File: config.mk
export PLATFORM = sky130hd
export DESIGN_NAME = mem_readback_streamer
export DESIGN_NICKNAME = d
export VERILOG_FILES = /design/src/rtl/mem_reinit_pkg.sv /design/src/rtl/crc32_accum.sv /design/src/rtl/mem_readback_streamer.sv
export SDC_FILE = /design/constraint.sdc
export NUM_CORES = 1
export LEC_CHECK = 0
export BUFFER_PORTS_ARGS = -buffer_cell sky130_fd_sc_hd__buf_2
export CAP_MARGIN = 40
export CELL_PAD_IN_SITES_DETAIL_PLACEMENT = 0
export CELL_PAD_IN_SITES_GLOBAL_PLACEMENT = 1
export CORE_MARGIN = 1.5
export CORE_UTILIZATION = 40
export CTS_CLUSTER_DIAMETER = 150
export DETAILED_ROUTE_END_ITERATION = 7
export GPL_TIMING_DRIVEN = 0
export HOLD_SLACK_MARGIN = 0.08
export PLACE_DENSITY = 0.72
export SYNTH_ARGS = -nofsm -noshare
export SYNTH_HDL_FRONTEND = slang
export SYNTH_SLANG_ARGS = --single-unit
File: constraint.sdc
create_clock -name clk -period 12.9 [get_ports clk]
set_input_delay 2.58 -clock clk [delete_from_list [all_inputs] [get_ports clk]]
set_output_delay 2.58 -clock clk [all_outputs]
set_load 0.01 [all_outputs]
File: src/rtl/mem_reinit_pkg.sv
// Shared types and CRC-32 helpers for the RAM reinit / readback blocks.
package mem_reinit_pkg;

  typedef enum logic [1:0] {IDLE, FILL, SEND, DONE} rb_state_t;

  localparam logic [31:0] CRC32_POLY   = 32'hEDB88320;
  localparam logic [31:0] CRC32_INIT   = 32'hFFFFFFFF;
  localparam logic [31:0] CRC32_XOROUT = 32'hFFFFFFFF;
  localparam int          CRC_MAX_W    = 256;

  // Reflected CRC-32, data consumed LSB first; only the low nbits of data are used.
  function automatic logic [31:0] crc32_update(input logic [31:0]          crc,
                                               input logic [CRC_MAX_W-1:0] data,
                                               input int                   nbits);
    logic [31:0] c;
    c = crc;
    for (int i = 0; i < CRC_MAX_W; i++) begin
      if (i < nbits) begin
        if (c[0] ^ data[i]) c = (c >> 1) ^ CRC32_POLY;
        else                c = c >> 1;
      end
    end
    return c;
  endfunction

endpackage

File: src/rtl/crc32_accum.sv
// Running CRC-32 register: one DATA_W-bit word folded in per enabled cycle.
module crc32_accum
  import mem_reinit_pkg::*;
#(
  parameter int DATA_W = 32
) (
  input  logic              clk,
  input  logic              reset,
  input  logic              i_clear,
  input  logic              i_enable,
  input  logic [DATA_W-1:0] i_data,
  output logic [31:0]       o_crc
);

  logic [31:0] r_crc;

  if (DATA_W > CRC_MAX_W) begin : g_bad_width
    $error("crc32_accum: DATA_W exceeds CRC_MAX_W");
  end

  always_ff @(posedge clk or negedge reset) begin
    if (!reset) begin
      r_crc <= CRC32_INIT;
    end else if (i_clear) begin
      r_crc <= CRC32_INIT;
    end else if (i_enable) begin
      r_crc <= crc32_update(r_crc, CRC_MAX_W'(i_data), DATA_W);
    end
  end

  assign o_crc = r_crc;

endmodule

File: src/rtl/mem_readback_streamer.sv
// Sweeps a 1-cycle-latency RAM, packs elements into beats and streams them out
// with a running CRC-32 of every accepted beat.
//   state | meaning
//   IDLE  | waiting for start after reset
//   FILL  | issuing reads / capturing elements for the current beat
//   SEND  | beat presented on m_data, waiting for m_ready
//   DONE  | sweep complete, crc valid, waiting for a new start
module mem_readback_streamer
  import mem_reinit_pkg::*;
#(
  parameter int WID_MEM   = 1,
  parameter int DEPTH_MEM = 131072,
  parameter int PACK_W    = 32
) (
  input  logic               clk,
  input  logic               reset,
  input  logic               start,
  output logic [31:0]        mem_raddr,
  input  logic [WID_MEM-1:0] mem_dout,
  output logic [PACK_W-1:0]  m_data,
  output logic               m_valid,
  input  logic               m_ready,
  output logic               m_last,
  output logic               busy,
  output logic               done,
  output logic [31:0]        crc
);

  localparam int ELEMS = PACK_W / WID_MEM;
  localparam int AW    = $clog2(DEPTH_MEM + 1);
  localparam int SW    = $clog2(ELEMS + 1);
  localparam logic [AW-1:0] DEPTH_L   = AW'(DEPTH_MEM);
  localparam logic [AW-1:0] LAST_ADDR = AW'(DEPTH_MEM - 1);
  localparam logic [SW-1:0] ELEMS_L   = SW'(ELEMS);

  if (PACK_W % WID_MEM != 0) begin : g_bad_pack
    $error("mem_readback_streamer: PACK_W must be a multiple of WID_MEM");
  end

  rb_state_t         r_state;
  logic [AW-1:0]     r_addr;
  logic [AW-1:0]     r_raddr;
  logic [SW-1:0]     r_issued;
  logic [SW-1:0]     r_captured;
  logic [SW-1:0]     r_rd_slot;
  logic              r_rd_pend;
  logic              r_rd_last;
  logic [PACK_W-1:0] r_pack;
  logic [PACK_W-1:0] r_m_data;
  logic              r_m_valid;
  logic              r_m_last;
  logic              r_busy;
  logic              r_done;

  logic              w_start_ok;
  logic              w_accept;
  logic              w_issue;
  logic              w_beat_full;
  logic [PACK_W-1:0] w_pack_next;
  logic [31:0]       w_crc;

  assign w_start_ok  = start && (r_state == IDLE || r_state == DONE);
  assign w_accept    = (r_state == SEND) && r_m_valid && m_ready;
  assign w_issue     = (r_state == FILL) && (r_issued < ELEMS_L) && (r_addr < DEPTH_L);
  // The read returning this cycle either fills the last slot or carries the final address.
  assign w_beat_full = r_rd_pend && ((r_captured == ELEMS_L - 1'b1) || r_rd_last);

  always_comb begin
    w_pack_next = r_pack;
    if (r_rd_pend) w_pack_next[int'(r_rd_slot)*WID_MEM +: WID_MEM] = mem_dout;
  end

  crc32_accum #(.DATA_W(PACK_W)) u_crc (
    .clk      (clk),
    .reset    (reset),
    .i_clear  (w_start_ok),
    .i_enable (w_accept),
    .i_data   (r_m_data),
    .o_crc    (w_crc)
  );

  always_ff @(posedge clk or negedge reset) begin
    if (!reset) begin
      r_state    <= IDLE;
      r_addr     <= '0;
      r_raddr    <= '0;
      r_issued   <= '0;
      r_captured <= '0;
      r_rd_slot  <= '0;
      r_rd_pend  <= 1'b0;
      r_rd_last  <= 1'b0;
      r_pack     <= '0;
      r_m_data   <= '0;
      r_m_valid  <= 1'b0;
      r_m_last   <= 1'b0;
      r_busy     <= 1'b0;
      r_done     <= 1'b0;
    end else begin
      case (r_state)
        IDLE, DONE: begin
          if (w_start_ok) begin
            r_state    <= FILL;
            r_addr     <= '0;
            r_raddr    <= '0;
            r_issued   <= '0;
            r_captured <= '0;
            r_rd_pend  <= 1'b0;
            r_rd_last  <= 1'b0;
            r_pack     <= '0;
            r_m_last   <= 1'b0;
            r_busy     <= 1'b1;
            r_done     <= 1'b0;
          end
        end
        FILL: begin
          r_rd_pend <= w_issue;
          if (w_issue) begin
            r_addr    <= r_addr + 1'b1;
            r_issued  <= r_issued + 1'b1;
            r_rd_slot <= r_issued;
            r_rd_last <= (r_addr == LAST_ADDR);
            // mem_raddr parks on the final address once the sweep has issued it.
            if (r_addr != LAST_ADDR) r_raddr <= r_addr + 1'b1;
          end
          if (r_rd_pend) begin
            r_pack     <= w_pack_next;
            r_captured <= r_captured + 1'b1;
          end
          if (w_beat_full) begin
            r_state   <= SEND;
            r_m_data  <= w_pack_next;
            r_m_valid <= 1'b1;
            r_m_last  <= r_rd_last;
          end
        end
        SEND: begin
          if (w_accept) begin
            r_m_valid <= 1'b0;
            r_m_last  <= 1'b0;
            if (r_m_last) begin
              r_state <= DONE;
              r_busy  <= 1'b0;
              r_done  <= 1'b1;
            end else begin
              r_state    <= FILL;
              r_issued   <= '0;
              r_captured <= '0;
              r_pack     <= '0;
            end
          end
        end
        default: r_state <= IDLE;
      endcase
    end
  end

  assign mem_raddr = 32'(r_raddr);
  assign m_data    = r_m_data;
  assign m_valid   = r_m_valid;
  assign m_last    = r_m_last;
  assign busy      = r_busy;
  assign done      = r_done;
  assign crc       = (r_state == DONE) ? (w_crc ^ CRC32_XOROUT) : 32'h0;

endmodule

==> results of run 1 <==
[per-stage QoR]
step	instance area (um2)	setup slack [ns]	std cells	hold WS, ns
2_1_floorplan	10900	8.72	1148	0.450
3_3_place_gp	11800	6.60	1579	0.459
3_5_place_dp	11900	7.71	1584	0.463
4_1_cts	12500	8.16	1616	0.481
5_1_grt	12500	7.90	1616	0.502
6_report	12500	8.16	1616	0.477
[per-layer routing]
| metal | track usage (%) | routed length [um] |
|---|---|---|
| met2 | 37.4 | 14700 |
| met5 | 0 | 0 |
| met3 | 2.91 | 1330 |
| met4 | 5.33 | 436 |
| met1 | 32.3 | 14700 |
[path summary, 6_finish.rpt]
kind	end	slack (ns)	depth (start not counted)
max in group asynchronous	u_crc.o_crc[30]	9.89	2
setup / recovery	r_pack[23]	8.16	9
min in group asynchronous	m_data[16]	2.15	1
setup reg to reg	u_crc.o_crc[24]	8.23	10
hold reg to reg	r_raddr[12]	0.48	2
hold / removal	r_raddr[12]	0.48	2
[cells in the final DEF (no fill, tap or decap), types with 34 or more instances in the layout]
cell / instances
buf_2: 91
xor2_1: 54
nand2_1: 150
clkbuf_1: 45
nor2_1: 86
o21ai_0: 113
xnor2_1: 167
a21oi_1: 47
xnor3_1: 34
dfrtp_1: 126
[registers in the layout, summed over array words and instances, names as in the netlist]
register / flops
m_last: 1
r_issued: 6
r_rd_pend: 1
busy: 1
u_crc.o_crc: 32
m_valid: 1
done: 1
m_data: 32
r_pack: 32
r_rd_slot: 6
r_captured: 6
r_state: 2
r_rd_last: 1
r_addr: 18
r_raddr: 18
[worst register-to-register path, stage by stage (launching register included)]
cell	delay, ns
dfrtp_1	0.45
xnor2_2	0.62
xnor3_1	0.69
xnor3_1	0.56
xnor2_1	0.35
xnor3_1	0.34
xor2_2	0.26
xnor2_1	0.61
xnor3_1	0.51
nor2_1	0.09
o21ai_0	0.09
[cells by family (layout without fill, tap and decap cells)]
family | Yosys count | after routing | synth area share (%)
DFF | 158 | 158 | 36.8
xor gates and xnor gates | 284 | 284 | 30.5
buffers and inverters | 90 | 217 | 3.63
AOI/OAI and AO/OA | 222 | 222 | 11.4
other | 1 | 14 | 0.0345
adders and majority gates | 9 | 9 | 1.04
and+or+nand+nor | 344 | 344 | 14.2
muxes | 27 | 27 | 2.51
[final cells by class]
cell class                 instances  area (um2)
clock inverter                    15         193
tap                              341         427
timing repair buffer              95         518
inverter                          27         101
multi-input combinational        900        6520
buffer                            63         293
clock buffer                      17         425
fill                            2637       14300
sequential                       158        3990
==> impl_metrics.env, run 1 <==
export IMPL_status="finished, final reports clean"
export IMPL_cp_slowest_stage_delay_ns=0.53
export IMPL_cp_slowest_cell="buf_1"
export IMPL_yosys_cell_types_count=51
export IMPL_maxSlewViolCount=0
export IMPL_die_height_um=168
export IMPL_startpoint_type="input pin"
export IMPL_grt_first_pass_wirelength_mm=48.9
export IMPL_cts_htree_levels=4
export IMPL_min_from="r_raddr[12]"
export IMPL_cts_tree="yes"
export IMPL_relSlewSlack_pct=42.7
export IMPL_grt_ovfl_total=0
export IMPL_cp_arrival_ns=5.09
export IMPL_tns_ns=0
export IMPL_n_antenna_cell=0
export IMPL_crit_family="buffers and inverters"
export IMPL_critical_path_class="in2reg"
export IMPL_cts_buffers=17
export IMPL_area_growth_synth_to_final_pct=14.8
export IMPL_rr_startpoint="m_data[4]"
export IMPL_finClkSkew_ns=0.0159
export IMPL_die_area_um2=28200
export IMPL_grt_max_degree=89
export IMPL_period_share_pct=36.7
export IMPL_nets=1276
export IMPL_drv_cap=0
export IMPL_cts_buffer_depth=2
export IMPL_synth_edf_count=0
export IMPL_syn_area_um2=10900
export IMPL_synth_main_ff_cell="dfrtp_1"
export IMPL_hold_buffers=0
export IMPL_wl_mm=31.1
export IMPL_vias=8334
export IMPL_cts_resized=0
export IMPL_worstPathCellList="buf_2 > nand2b_1 > nand2_1 > a21oi_1 > and3_1 > clkbuf_1 > buf_1 > a21oi_1 > o22ai_1"
export IMPL_utilization_pct=46.5
export IMPL_io_pins=105
export IMPL_ys_seq_elements=158
export IMPL_row_count=60
export IMPL_rsz0062_at_grt="no"
export IMPL_synth_most_common_cell="xnor2_1"
export IMPL_initial_utilization_pct=40.5
export IMPL_ys_async_sr_fraction_pct=100
export IMPL_core_area_um2=26800
export IMPL_dp_hpwl_mm=23.9
export IMPL_grt_usage_pct=22.8
export IMPL_port_buffers=90
export IMPL_path_max_fanout=10
export IMPL_drt_iter0_drc=677
export IMPL_layout_drive_gt1_share_pct=15.8
export IMPL_drc=0
export IMPL_yosys_warnings=0
export IMPL_cp_common_cell="a21oi_1"
export IMPL_vias_per_cell=5.16
export IMPL_cp_buffers_inverters=3
export IMPL_fmax_ghz=0.211
export IMPL_min_path_type="reg2reg"
export IMPL_cp_required_ns=13.25
export IMPL_die_w_um=168
export IMPL_drt_pass1_iterations=5
export IMPL_clk_pin_slew_ns=0.07
export IMPL_crit_start="start"
export IMPL_clock_latency_ns=0.44
export IMPL_synth_cells=1135
export IMPL_worst_pin_slew_ns=0.853
export IMPL_antenna_left=0
export IMPL_cts_sinks=158
export IMPL_ys_top_cells_by_area="dfrtp_1 29%, xnor2_1 13%, dfstp_2 7.7%, xnor3_1 7.0%, o21ai_0 5.2%"
export IMPL_cp_end_kind="register"
export IMPL_period_needed_ns=4.74
export IMPL_post_cts_buffers=0
export IMPL_grt_pass1_vias=8076
export IMPL_wl_per_cell_um=19.3
export IMPL_antenna_found_initial=1
export IMPL_place_gp_congestion=0.930
export IMPL_syn_avg_cell_area_um2=9.57
export IMPL_synth_area_leader_cell="dfrtp_1"
export IMPL_setup_viol=0
export IMPL_hold_violations=0
export IMPL_post_synth_top_area_fraction_pct=29.0
export IMPL_yosys_top_cells_count="167 x xnor2_1, 150 x nand2_1, 126 x dfrtp_1"
export IMPL_ys_seq_area_share_pct=36.8
export IMPL_cts_root_buffer="clkbuf_16"
Power of run 1 is not shown: default switching activity piles up to over one toggle a cycle in this logic, so the estimate is an artifact.
==> run 2: changes to the inputs <==
==> constraint.sdc (replaced) <==
create_clock -name clk -period 4.5 [get_ports clk]
set_input_delay 0.9 -clock clk [delete_from_list [all_inputs] [get_ports clk]]
set_output_delay 0.9 -clock clk [all_outputs]
set_load 0.01 [all_outputs]
==> run 2 against run 1 <==
  * Final cell count increased by 0.25%
  * Die area stayed put
  * Largest cell class unchanged
  * Utilization increased by 0.54 points
  * Clock-buffer cell count did not move
  * Critical path depth increased by 1
  * Non-clock buffer count rose by 4
  * Hold slack got worse by 0.0013 ns
  * Via count increased by 0.61%
  * Global-route usage about the same
==> impl_metrics.env, run 2 (synthesis gave the netlist of run 1 again) <==
export IMPL_rsz0062_at_grt="no"
export IMPL_cts_buffers=17
export IMPL_vias=8385
export IMPL_cts_buffer_depth=2
export IMPL_place_inst=1584
export IMPL_stdcell_count=1620
export IMPL_utilization_pct=47.1
export IMPL_core_area_um2=26800
export IMPL_worst_pin_slew_ns=0.832
export IMPL_layout_common_cells="166 x xnor2_1, 150 x nand2_1, 126 x dfrtp_1"
export IMPL_fillers=2616
export IMPL_maxSlewViolCount=0
export IMPL_row_count=60
export IMPL_rr_startpoint="m_data[3]"
export IMPL_die_area_um2=28200
export IMPL_cp_slowest_stage_delay_ns=0.53
export IMPL_startpoint_type="register"
export IMPL_n_antenna_cell=0
export IMPL_drt_pass1_iterations=5
export IMPL_cp_arrival_ns=4.73
export IMPL_clk_pin_slew_ns=0.08
export IMPL_clock_latency_ns=0.44
export IMPL_hold_buffers=0
export IMPL_worstPathCellList="xnor2_4 > xnor3_2 > xnor3_2 > xnor3_2 > xnor3_2 > xnor3_2 > xnor3_2 > xnor3_1 > nor2_1 > o21ai_1"
export IMPL_cts_root_buffer="clkbuf_16"
export IMPL_cp_required_ns=4.85
export IMPL_relSlewSlack_pct=44.2
export IMPL_cp_common_cell="xnor3_2"
export IMPL_dp_hpwl_mm=23.9
export IMPL_layout_drive_gt1_share_pct=16.4
export IMPL_grt_pass1_vias=8084
export IMPL_die_height_um=168
export IMPL_cts_htree_levels=4
export IMPL_initial_utilization_pct=40.5
export IMPL_wl_per_cell_um=19.3
export IMPL_critical_path_class="reg2reg"
export IMPL_cp_slowest_cell="xnor3_2"
export IMPL_cp_end_kind="register"
export IMPL_cts_tree="yes"
export IMPL_fmax_ghz=0.228
export IMPL_port_buffers=90
export IMPL_crit_start="m_data[3]"
export IMPL_grt_usage_pct=22.9
export IMPL_drv_cap=0
export IMPL_io_pins=105
export IMPL_nets=1280
export IMPL_path_max_fanout=5
export IMPL_final_common_cell="xnor2_1"
export IMPL_period_needed_ns=4.39
export IMPL_wl_mm=31.3
export IMPL_period_share_pct=97.5
export IMPL_cts_sinks=158
export IMPL_area_growth_synth_to_final_pct=16.2
export IMPL_hold_violations=0
export IMPL_place_gp_congestion=0.930
export IMPL_setup_viol=0
export IMPL_drc=0
export IMPL_finClkSkew_ns=0.0158
export IMPL_die_w_um=168
export IMPL_crit_family="XOR/XNOR gates"
export IMPL_grt_ovfl_total=0
export IMPL_min_path_type="in2async"
export IMPL_antenna_left=0
export IMPL_drt_iter0_drc=594
export IMPL_status="finished, final reports clean"
export IMPL_grt_first_pass_wirelength_mm=48.9
export IMPL_antenna_found_initial=0
export IMPL_grt_max_degree=89
export IMPL_cp_buffers_inverters=0
export IMPL_vias_per_cell=5.18
-- run 2: final timing paths --
| check | end | slack, ns | cells after the start |
|---|---|---|---|
| max | u_crc.o_crc[19] | 0.11 | 10 |
| min in group clk | r_raddr[12] | 0.48 | 2 |
| max in group asynchronous | u_crc.o_crc[30] | 3.16 | 2 |
| min | m_data[11] | 0.48 | 1 |
| max reg2reg | u_crc.o_crc[19] | 0.11 | 10 |
| min reg2reg | r_raddr[12] | 0.48 | 2 |
-- run 2: final cells by class --
class                   count  area [um2]  area share, %
well taps                 341         427           3.38
flip-flops and latches    158        3990           31.7
clock buffers              17         425           3.37
multi-input cells         900        6630           52.5
inverters                  27         101          0.803
repair buffers             99         561           4.44
clock inverters            15         193           1.53
plain buffers              63         293           2.32
-- run 2: through the flow --
stage                TNS, ns  hold WS, ns  worst slack [ns]  area, um2
floorplan                  0        0.450             0.404      10900
global placement      -12.69        0.459            -0.124      11800
detailed placement    -0.291        0.463            -0.146      11900
CTS                 -0.00320        0.481          -0.00320      12500
global route               0        0.502           0.00585      12600
finish                     0        0.475             0.113      12600
-- run 2: metal layers --
metal | global-route usage, % | share of wire (%) | up-vias
li1 | - | - | 4048
met1 | 32.3 | 47 | 4068
met2 | 37.2 | 47 | 232
met3 | 3.03 | 4.6 | 37
met4 | 5.68 | 1.9 | 0
met5 | 0 | 0 | -
-- run 2: repair_timing --
| item | 4_1_cts | 5_1_grt |
|---|---|---|
| resized for setup | 4 | 7 |
| setup endpoints to repair | 3 | 10 |
| buffers inserted | 0 | 4 |
| pin swaps | 0 | 3 |
| gates cloned | 0 | 0 |
-- run 2: worst reg2reg max path: stages (launching register included) --
cell	delay, ns
dfrtp_1	0.49
xnor2_4	0.38
xnor3_2	0.53
xnor3_2	0.51
xnor3_2	0.53
xnor3_2	0.49
xnor3_2	0.45
xnor3_2	0.39
xnor3_1	0.36
nor2_1	0.10
o21ai_1	0.06
Power of run 2 is left out for the same reason.
